--- config.mk ---
export PLATFORM = sky130hd
export DESIGN_NAME = matpow_result_streamer
export DESIGN_NICKNAME = d
export VERILOG_FILES = /design/src/rtl/matpow_result_streamer.sv
export SDC_FILE = /design/constraint.sdc
export NUM_CORES = 1
export LEC_CHECK = 0
export ABC_AREA = 1
export ABC_CLOCK_PERIOD_IN_PS = 3100
export CAP_MARGIN = 30
export CORE_AREA = 2 2 54 82
export CTS_BUF_LIST = sky130_fd_sc_hd__clkbuf_4 sky130_fd_sc_hd__clkbuf_8
export CTS_CLUSTER_DIAMETER = 150
export CTS_CLUSTER_SIZE = 8
export DETAILED_ROUTE_END_ITERATION = 12
export DIE_AREA = 0 0 56 84
export GPL_ROUTABILITY_DRIVEN = 0
export PLACE_DENSITY = 0.85
export SKIP_LAST_GASP = 1
export SYNTH_ARGS = -nofsm -noshare
export SYNTH_HDL_FRONTEND = slang
export SYNTH_SLANG_ARGS = --single-unit
--- constraint.sdc ---
create_clock -name clk -period 3.1 [get_ports clk]
set_clock_uncertainty 0.05 [all_clocks]
set_input_delay 0.31 -clock clk [delete_from_list [all_inputs] [get_ports clk]]
set_output_delay 0.31 -clock clk [all_outputs]
set_load 0.01 [all_outputs]
--- src/rtl/matpow_result_streamer.sv ---
// rtl/matpow_result_streamer.sv - captures a finished N x N result matrix and streams it row-major over valid/ready
module matpow_result_streamer #(
  parameter int N     = 2,
  parameter int W     = 8,
  parameter int CNT_W = 8,
  localparam int RW   = (N > 1) ? $clog2(N) : 1
) (
  input  logic               clk,
  input  logic               rst,
  input  logic               Ready,
  input  logic [N*N*W-1:0]   mat_in,
  output logic               out_valid,
  input  logic               out_ready,
  output logic [W-1:0]       out_data,
  output logic [RW-1:0]      out_row,
  output logic [RW-1:0]      out_col,
  output logic               out_last,
  output logic               busy,
  output logic               overrun,
  output logic [CNT_W-1:0]   frames_sent
);

  localparam logic [0:0] S_IDLE = 1'b0;
  localparam logic [0:0] S_SEND = 1'b1;

  logic [0:0]       state_q, state_d;
  logic [RW-1:0]    row_q, row_d;
  logic [RW-1:0]    col_q, col_d;
  logic [CNT_W-1:0] frames_q, frames_d;
  logic             ovr_q, ovr_d;
  logic             capture;
  logic             last_el;
  logic [W-1:0]     buf_q [N][N];

  assign last_el = (row_q == RW'(N - 1)) && (col_q == RW'(N - 1));

  always_comb begin
    state_d  = state_q;
    row_d    = row_q;
    col_d    = col_q;
    frames_d = frames_q;
    ovr_d    = ovr_q;
    capture  = 1'b0;
    case (state_q)
      S_IDLE: begin
        if (Ready) begin
          capture = 1'b1;
          state_d = S_SEND;
          row_d   = '0;
          col_d   = '0;
        end
      end
      default: begin
        if (out_ready) begin
          if (last_el) begin
            frames_d = frames_q + CNT_W'(1);
            row_d    = '0;
            col_d    = '0;
            // A Ready coinciding with the final transfer starts the next frame with no bubble.
            if (Ready) begin
              capture = 1'b1;
            end else begin
              state_d = S_IDLE;
            end
          end else if (col_q == RW'(N - 1)) begin
            col_d = '0;
            row_d = row_q + RW'(1);
          end else begin
            col_d = col_q + RW'(1);
          end
        end
        if (Ready && !(out_ready && last_el)) begin
          ovr_d = 1'b1;
        end
      end
    endcase
  end

  always_ff @(posedge clk) begin
    if (rst) begin
      state_q  <= S_IDLE;
      row_q    <= '0;
      col_q    <= '0;
      frames_q <= '0;
      ovr_q    <= 1'b0;
    end else begin
      state_q  <= state_d;
      row_q    <= row_d;
      col_q    <= col_d;
      frames_q <= frames_d;
      ovr_q    <= ovr_d;
    end
  end

  // Buffer contents are don't-care after reset, so it carries no reset term.
  always_ff @(posedge clk) begin
    if (capture) begin
      for (int r = 0; r < N; r++) begin
        for (int c = 0; c < N; c++) begin
          buf_q[r][c] <= mat_in[(r*N+c)*W +: W];
        end
      end
    end
  end

  assign out_valid   = (state_q == S_SEND);
  assign busy        = (state_q == S_SEND);
  assign out_data    = (state_q == S_SEND) ? buf_q[row_q][col_q] : '0;
  assign out_row     = row_q;
  assign out_col     = col_q;
  assign out_last    = (state_q == S_SEND) && last_el;
  assign overrun     = ovr_q;
  assign frames_sent = frames_q;

endmodule
## After elaboration in Yosys (flattened, before gate mapping)

Memory sizes are Yosys's and may differ from the RTL's. A register that Yosys moved wholly into a read port is not among the register bits.
Cells that the tools add are included.

- Bits in registers: 12
- RAM bits: 32
- Bits of input ports: 36
- Output and inout port bits: 22
- Memories: 1

- Add/subtract/negate cells: 3
- Order comparisons: 1
- Equal/unequal tests: 2
- Multiplexer cells: 24
- Bitwise gates (word level): 1
- Reduce and logical (&&, ||, !) cells: 10

Memories:

| memory | words | width | rd ports | clocked after memory_dff | write ports | RTL line | RTL |
|---|---|---|---|---|---|---|---|
| buf_q | 2 | 16 | 1 | 1 | 2 | 33 | `logic [W-1:0] buf_q [N][N];` |

Operators with widths:

| kind | count |
|---|---|
| 8-bit two-way mux | 4 |
| 1-bit two-way mux | 20 |
| 8-bit by 1-bit adder with 8-bit output, second input constant | 1 |
| 3-bit AND reduction | 2 |
| 1-bit logical AND | 4 |
| 2-bit AND reduction | 2 |
| 3-bit by 1-bit != test with 1-bit output, second input constant | 1 |
| 1-bit adder, second input constant | 2 |
| 2-bit >= comparator, second input constant | 1 |
| 2-bit != test, second input constant | 1 |
| 1-bit inverter with 2-bit output | 1 |
| 2-bit nonzero test | 1 |
| 1-bit zero test | 1 |

## Logic depth before layout (Yosys ltp)

Gate-level depths: netlist of run 1.

- Word-level depth: 7
- Depth in mapped cells: 7
- Mapped depth without buffers: 7

## Least setup slack after synthesis of run 1

No wires, ideal clock.

- Path kind: flip-flop to flip-flop
- Start point: reg row_q (netlist: out_row)
- End point: mem buf_q[0][0] in the netlist's numbering (enable)
- Library setup time: 0.432 ns
- Arrival: 2.262 ns
- Data required time: 2.618 ns
- Path slack: 0.357 ns
- Cell stages (with the launch flop): 5
- Period minus slack after synthesis: 2.743 ns
- Path through: dfxtp_1 -> nand2_1 -> inv_2 -> nand2_1 -> a21oi_1

RTL lines:

| what | RTL line | RTL |
|---|---|---|
| from (decl) | 27 | `logic [RW-1:0] row_q, row_d;` |
| from (signal assigned) | 88 | `row_q <= row_d;` |
| to (decl) | 33 |  |

==> results.md, run 1 <==
- Worst Setup Slack, final: 659 ps
- Final core occ: 63.2%
- Root Buffer: clkbuf_8
- Top Ports: between 50 and 60
- Register Area: about 0.0012 mm²
- Critical path, cell by cell: inv_2 > o21ai_0 > a21oi_1 > clkdlybuf4s50_1
- RR Endpoint: buf_q[0][8]$_DFFE_PP_
- H-Tree Level Count: 2
- Internal power: 989 µW
- Multi-input gate area: 539 µm²
- Initial antenna violation count: 0
- Mapped Nets: 220
- Min-Delay Path Class: reg2reg
- Final Hold Viols: 0
- Sequential power share: 55.6%
- FP Rows: 29
- FILL cells: 344
- Crit end category: primary output
- Wire per inst: around 13 µm
- Max incr delay on CP: between 600 and 700 ps
- Layout cells sized above 1: 7.00%
- Routed Antenna Nets: 0
- Synth Cell Area: between 0.0015 and 0.002 mm²
- Post-synth top area share: 51.9%
- DRT iter0 DRCs: 52
- Final Max Slew Viols: 0
- Switch share: about a fifth
- TritonCTS clock tree: done
- Port bufs: 57
- CP top delay family: buffers and inverters
- Total CTS buffers: 5
- Pre-antenna DRT Iters: 4
- #FFs+latches synth: 45
- Crit Path Class: reg2out
- Synth unique cells: 23
- Post_cts resized: 0
- Initial Util: a little under half
- Crit-path slowest cell: dfxtp_1
- Yosys Warn Count: 0
- Status: complete, no violations
- Antenna cells: 0
- CP required: 2740 ps
- Psw: roughly 240 µW
- Worst R2R Start: out_col$_SDFFE_PP0P_
- Vias in the first global route: roughly 1300
- Fmax: about 410 MHz
- Max FO, Critical Path: 17
- Synth area leaders: edfxtp_1 (52%), dfxtp_1 (14%), nor2_1 (9.3%), a21oi_1 (4.1%), nand2_1 (3.6%)
- Chip height: ~84 µm
- Worst slew margin: a little over three fifths
- Die ar.: approximately 0.0047 mm²
- DRC errors left: 0
- R2R cell count: 5
- Worst setup SP type: flop
- Logic gate share of total power: under 10%
- Final period utilization: a little under 80%
- DR vias: 1409
- Leakage: 0.000935 µW
- Post-CTS setup repair buffer count: 0
- Max cap viols: 0
- # hold bufs at CTS: 0
- RSZ-0062 raised after global routing: false
- Clk sinks: between 40 and 50
- Largest net degree at the start of global routing: 33
- GRT overflow: 0
- Clock-pin slew on the worst setup and hold paths: approximately 80 ps
- CP Depth: 4
- Buffers plus inverters on the worst setup path: 2
- Maximum root-to-sink buffer count: 2
- Nets@finish: around 280
- Setup crit end: out_data[6]
- Final WL: between 3000 and 4000 µm
- Detailed-route vias per instance: ~4.9
- Core Footprint: just over 0.004 mm²
- Mapped Cells: about 180
- First-pass GRT wire length: 5770 µm
- Dpl hpwl: 2770 µm
- Clk pwr share: between 30% and 40%
- Peak supply drop: roughly 400 µV
- GR Util All Layers: between 15 and 20%
- R2r setup slk: 1160 ps
- Worst skew pair latency: about 300 ps
- Worst Max-Slew Pin Slew: 558 ps
- Register area share after synthesis: about 66%
- Syn avg cell area: 10.1 µm²
- Pre-CTS setup slack: about 1000 ps
- Count of final setup violators: 0
- Fin crit period: 2440 ps
- Area leader, netlist: edfxtp_1
- Worst EP arrival: ~2100 ps
- Worst hold stages: 2
- Layout area overhead: 38.8%
- Die Span X: around 56 µm
- Total power divided by cell area: 479 mW/mm²
- Setup TNS: 0 ps
cell usage after synthesis, drive strengths merged:
master and n:
nor2 48, edfxtp 32, o21ai 20, nand2 19
inv 16, a21oi 15, dfxtp 13, buf 6
nand3 6, nand4 2, and2 1, clkinv 1
ha 1, nor3 1, o22ai 1, or2 1
sequential cells by signal, indices dropped and copies added (netlist names), named ones only:
signal and count:
out_col 1, busy 1, frames_sent 8, overrun 1
out_row 1, buf_q 32
cells by family (layout without fill, tap and decap cells):
logic type      Yosys count  after routing  share of synthesized area (%)
compound gates           36             36                           9.80
fa+ha+maj                 1              1                          0.676
buf+inv                  23             83                           5.54
flops                    45             45                           65.9
simple gates             78             78                           18.0
cell type report:
cell class / instances / area share [%]
Clock buffer: 6 / 2.97
Clock inverter: 2 / 1.31
Inverter: 17 / 2.48
Multi-Input combinational cell: 115 / 21.0
Sequential cell: 45 / 47.5
Tap cell: 46 / 2.24
Timing Repair Buffer: 58 / 22.5
worst reg2reg max path, cell delays in order (launching register included):
cell and delay [ps]:
dfxtp_1 580, nand2_1 240, inv_2 90, nand2_1 120, a21oi_4 140, buf_4 370
worst min path at each step:
| stage | start | end | slack (ps) |
|---|---|---|---|
| floorplan | rst | busy$_SDFF_PP0_ | 330 |
| global placement | overrun$_SDFFE_PP0P_ | overrun$_SDFFE_PP0P_ | 390 |
| detailed placement | overrun$_SDFFE_PP0P_ | overrun$_SDFFE_PP0P_ | 400 |
| CTS | overrun$_SDFFE_PP0P_ | overrun$_SDFFE_PP0P_ | 410 |
| global route | overrun$_SDFFE_PP0P_ | overrun$_SDFFE_PP0P_ | 440 |
| finish | overrun$_SDFFE_PP0P_ | overrun$_SDFFE_PP0P_ | 410 |
per-layer routing:
metal / up-vias / part of all wire [%] / GRT usage, %
met2: 46 / 56 / 29.1
met5: - / 0 / 0
met3: 13 / 5.1 / 4.96
li1: 728 / - / -
met4: 0 / 4.6 / 12.6
met1: 622 / 35 / 16.4
cells in the final DEF, fill, tap and decap left out, types with 2 or more instances in the layout:
master,Yosys,routed
dfxtp_1,13,13
clkdlybuf4s50_1,0,57
nor2_1,46,46
o21ai_1,13,13
nand2_1,18,18
inv_1,12,12
a21oi_1,15,14
nand4_1,2,2
nor2_4,2,2
edfxtp_1,32,32
clkbuf_8,0,5
inv_2,4,4
clkinv_1,1,2
nand3_1,5,5
o21ai_0,7,7
per-stage QoR:
step / hold slack (ps) / power (µW) / cells / cell area [µm²]
2_1_floorplan: 329 / 740 / 183 / 1850
3_3_place_gp: 392 / 814 / 281 / 2460
3_5_place_dp: 396 / 817 / 281 / 2460
4_1_cts: 409 / 1240 / 289 / 2570
5_1_grt: 444 / 1280 / 289 / 2570
6_report: 410 / 1230 / 289 / 2570
power groups by stage:
stage,clock (µW),combinational [µW],sequential (µW)
final,430,116,686
after global routing,465,126,688
after CTS,440,117,686
after detailed placement,0,117,700
after global placement,0,115,699
after floorplan,0,43.1,697
(Power assumes the default switching activity.)
==> run 2: changes to the inputs <==
- ABC_CLOCK_PERIOD_IN_PS: 3100 -> 2300
- clock period: 3.1 -> 2.3 ns (I/O delays scaled with it)
==> results.md, run 2 (synthesis gave the netlist of run 1 again) <==
- Status: complete, no violations
- Port bufs: 57 (unchanged)
- Internal power: 1320 µW (+34%)
- Setup TNS: 0 ps (unchanged)
- Register Area: 0.00122 mm² (+0.10%)
- Largest net degree at the start of global routing: 33 (unchanged)
- Wire per inst: 12.9 µm (+0.90%)
- Routed Antenna Nets: 0 (unchanged)
- Multi-input gate area: 539 µm² (unchanged)
- Worst Max-Slew Pin Slew: 383 ps (-175 ps)
- Total power divided by cell area: 637 mW/mm² (+33%)
- Nets@finish: 282 (+1.1%)
- GRT overflow: 0 (unchanged)
- Sequential power share: 55.7% (about the same)
- Max cap viols: 0 (unchanged)
- Logic gate share of total power: 9.9% (+0.5 points)
- Switch share: 20.0% (+0.24 points)
- H-Tree Level Count: 2 (unchanged)
- Chip height: 84 µm (unchanged)
- Clk pwr share: 34.4% (-0.5 points)
- Die Span X: 56 µm (unchanged)
- Worst R2R Start: out_col$_SDFFE_PP0P_
- Final Hold Viols: 0 (unchanged)
- Pre-antenna DRT Iters: 4 (unchanged)
- Max FO, Critical Path: 10 (-7)
- Clock-pin slew on the worst setup and hold paths: 80 ps (about the same)
- Biggest register: buf_q
- Total CTS buffers: 5 (unchanged)
- Count of final setup violators: 0 (unchanged)
- Fmax: about 450 MHz
- Met2 wire len: 2160 µm (+5.3%)
- First-pass GRT wire length: 6310 µm (+9.3%)
- Antenna cells: 0 (unchanged)
- Maximum root-to-sink buffer count: 2 (unchanged)
- R2r setup slk: 630 ps (-530 ps)
- Dpl hpwl: 2880 µm (+4.0%)
- Worst skew pair latency: 290 ps (about the same)
- # hold bufs at CTS: 0 (unchanged)
- Final Max Slew Viols: 0 (unchanged)
- Detailed-route vias per instance: 4.99 (+2.4%)
- DRC errors left: 0 (unchanged)
- DRT iter0 DRCs: 66 (+27%)
- Worst slew margin: 74.5% (+12 points)
- RR Endpoint: buf_q[0][11]$_DFFE_PP_
- Most frequent cells in the layout: clkdlybuf4s50_1 (57), nor2_1 (46), edfxtp_1 (32), nand2_1 (18), a21oi_1 (14)
- Die ar.: 0.00470 mm² (unchanged)
- Layout cells sized above 1: 8.54% (+1.5 points)
- Crit end category: primary output
- Final WL: 3760 µm (+2.0%)
- Highest routed layer: met4
- Hold path endpoint: overrun$_SDFFE_PP0P_
- FILL cells: 339 (-1.5%)
- Final core occ: 63.8% (+0.59 points)
- Final period utilization: a little over nine tenths
- DR vias: 1458 (+3.5%)
- Layout area overhead: 40.1%
- Leakage: 0.000946 µW (+1.3%)
- Worst hold stages: 2 (unchanged)
- Crit Path Class: reg2out
- RSZ-0062 raised after global routing: false
- Met3 routed WL: 143 µm (-24%)
- Top Ports: 58 (unchanged)
- Worst Setup Slack, final: 100 ps (-559 ps)
- Root Buffer: clkbuf_8
- Most common cell after layout, fill and taps aside: clkdlybuf4s50_1
- Vias in the first global route: 1409 (+6.2%)
- TritonCTS clock tree: done
- Worst EP arrival: 1920 ps (-160 ps)
- M1 wire length: 1310 µm (+3.0%)
- Pre-CTS setup slack: 383 ps (-600 ps)
- R2R cell count: 5 (unchanged)
- Hold Startpoint: overrun$_SDFFE_PP0P_
- Worst setup SP type: flop
- Core Footprint: 0.00406 mm² (unchanged)
- Psw: 331 µW (+36%)
- GR Util All Layers: 17.5% (+0.68 points)
- Clk sinks: 45 (unchanged)
- Initial Util: 45.6% (unchanged)
- Max FFs per register: 32 (unchanged)
- CP required: 2020 ps (-720 ps)
- Fin crit period: approximately 2200 ps
- FP Rows: 29 (unchanged)
- Peak supply drop: 564 µV (+38%)
- Initial antenna violation count: 0 (unchanged)
- Min-Delay Path Class: reg2reg
[run 2: worst max-delay path by stage]
stage / startpoint / to / slack, ps / cells past startpoint
after detailed placement: flop / out_data[2] / 380 / 6
after floorplan: out_row$_SDFFE_PP0P_ / buf_q[0][0]$_DFFE_PP_ / 190 / 4
after CTS: flop / out_data[0] / 120 / 6
after global routing: flop / out_data[0] / 20 / 6
after global placement: flop / out_data[1] / 390 / 6
final: flop / out_data[0] / 100 / 6
[run 2: layer usage]
layer | vias to the layer above | global-route usage (%)
li1 | 733 | -
met1 | 666 | 19.1
met2 | 47 | 30.8
met3 | 12 | 3.88
met4 | 0 | 9.52
met5 | - | 0
[run 2: critical path: stages (launching register included)]
cell and delay (ps):
dfxtp_2 440, buf_4 190, nor2_1 50, nor2_1 80, o21ai_1 80, a21oi_1 220
clkdlybuf4s50_1 580
[run 2: layout make-up]
class | instances | share of cell area (%)
Clock buffer | 5 | 2.65
Clock inverter | 3 | 1.59
Inverter | 17 | 2.46
Multi-Input combinational cell | 115 | 20.8
Sequential cell | 45 | 47.1
Tap cell | 46 | 2.22
Timing Repair Buffer | 61 | 23.2
[run 2: per-stage QoR]
step / power, µW / area [µm²] / hold WS (ps) / instances
after floorplan: 997 / 1860 / 249 / 183
after global placement: 1100 / 2480 / 390 / 284
after detailed placement: 1110 / 2480 / 408 / 284
after CTS: 1670 / 2590 / 420 / 292
after global routing: 1720 / 2590 / 428 / 292
final: 1650 / 2590 / 419 / 292
[run 2: power groups by stage]
stage	logic, µW	registers (µW)	clock network (µW)
2_1_floorplan	58.6	938	0
3_3_place_gp	163	938	0
3_5_place_dp	165	940	0
4_1_cts	166	922	578
5_1_grt	180	923	618
6_report	164	921	568
[run 2: timing repair]
item | 4_1_cts | 5_1_grt
endpoints found under the setup margin | 1 | 0
resized for setup | 1 | 0
hold endpoints to repair | 0 | 0
buffers inserted | 0 | 0
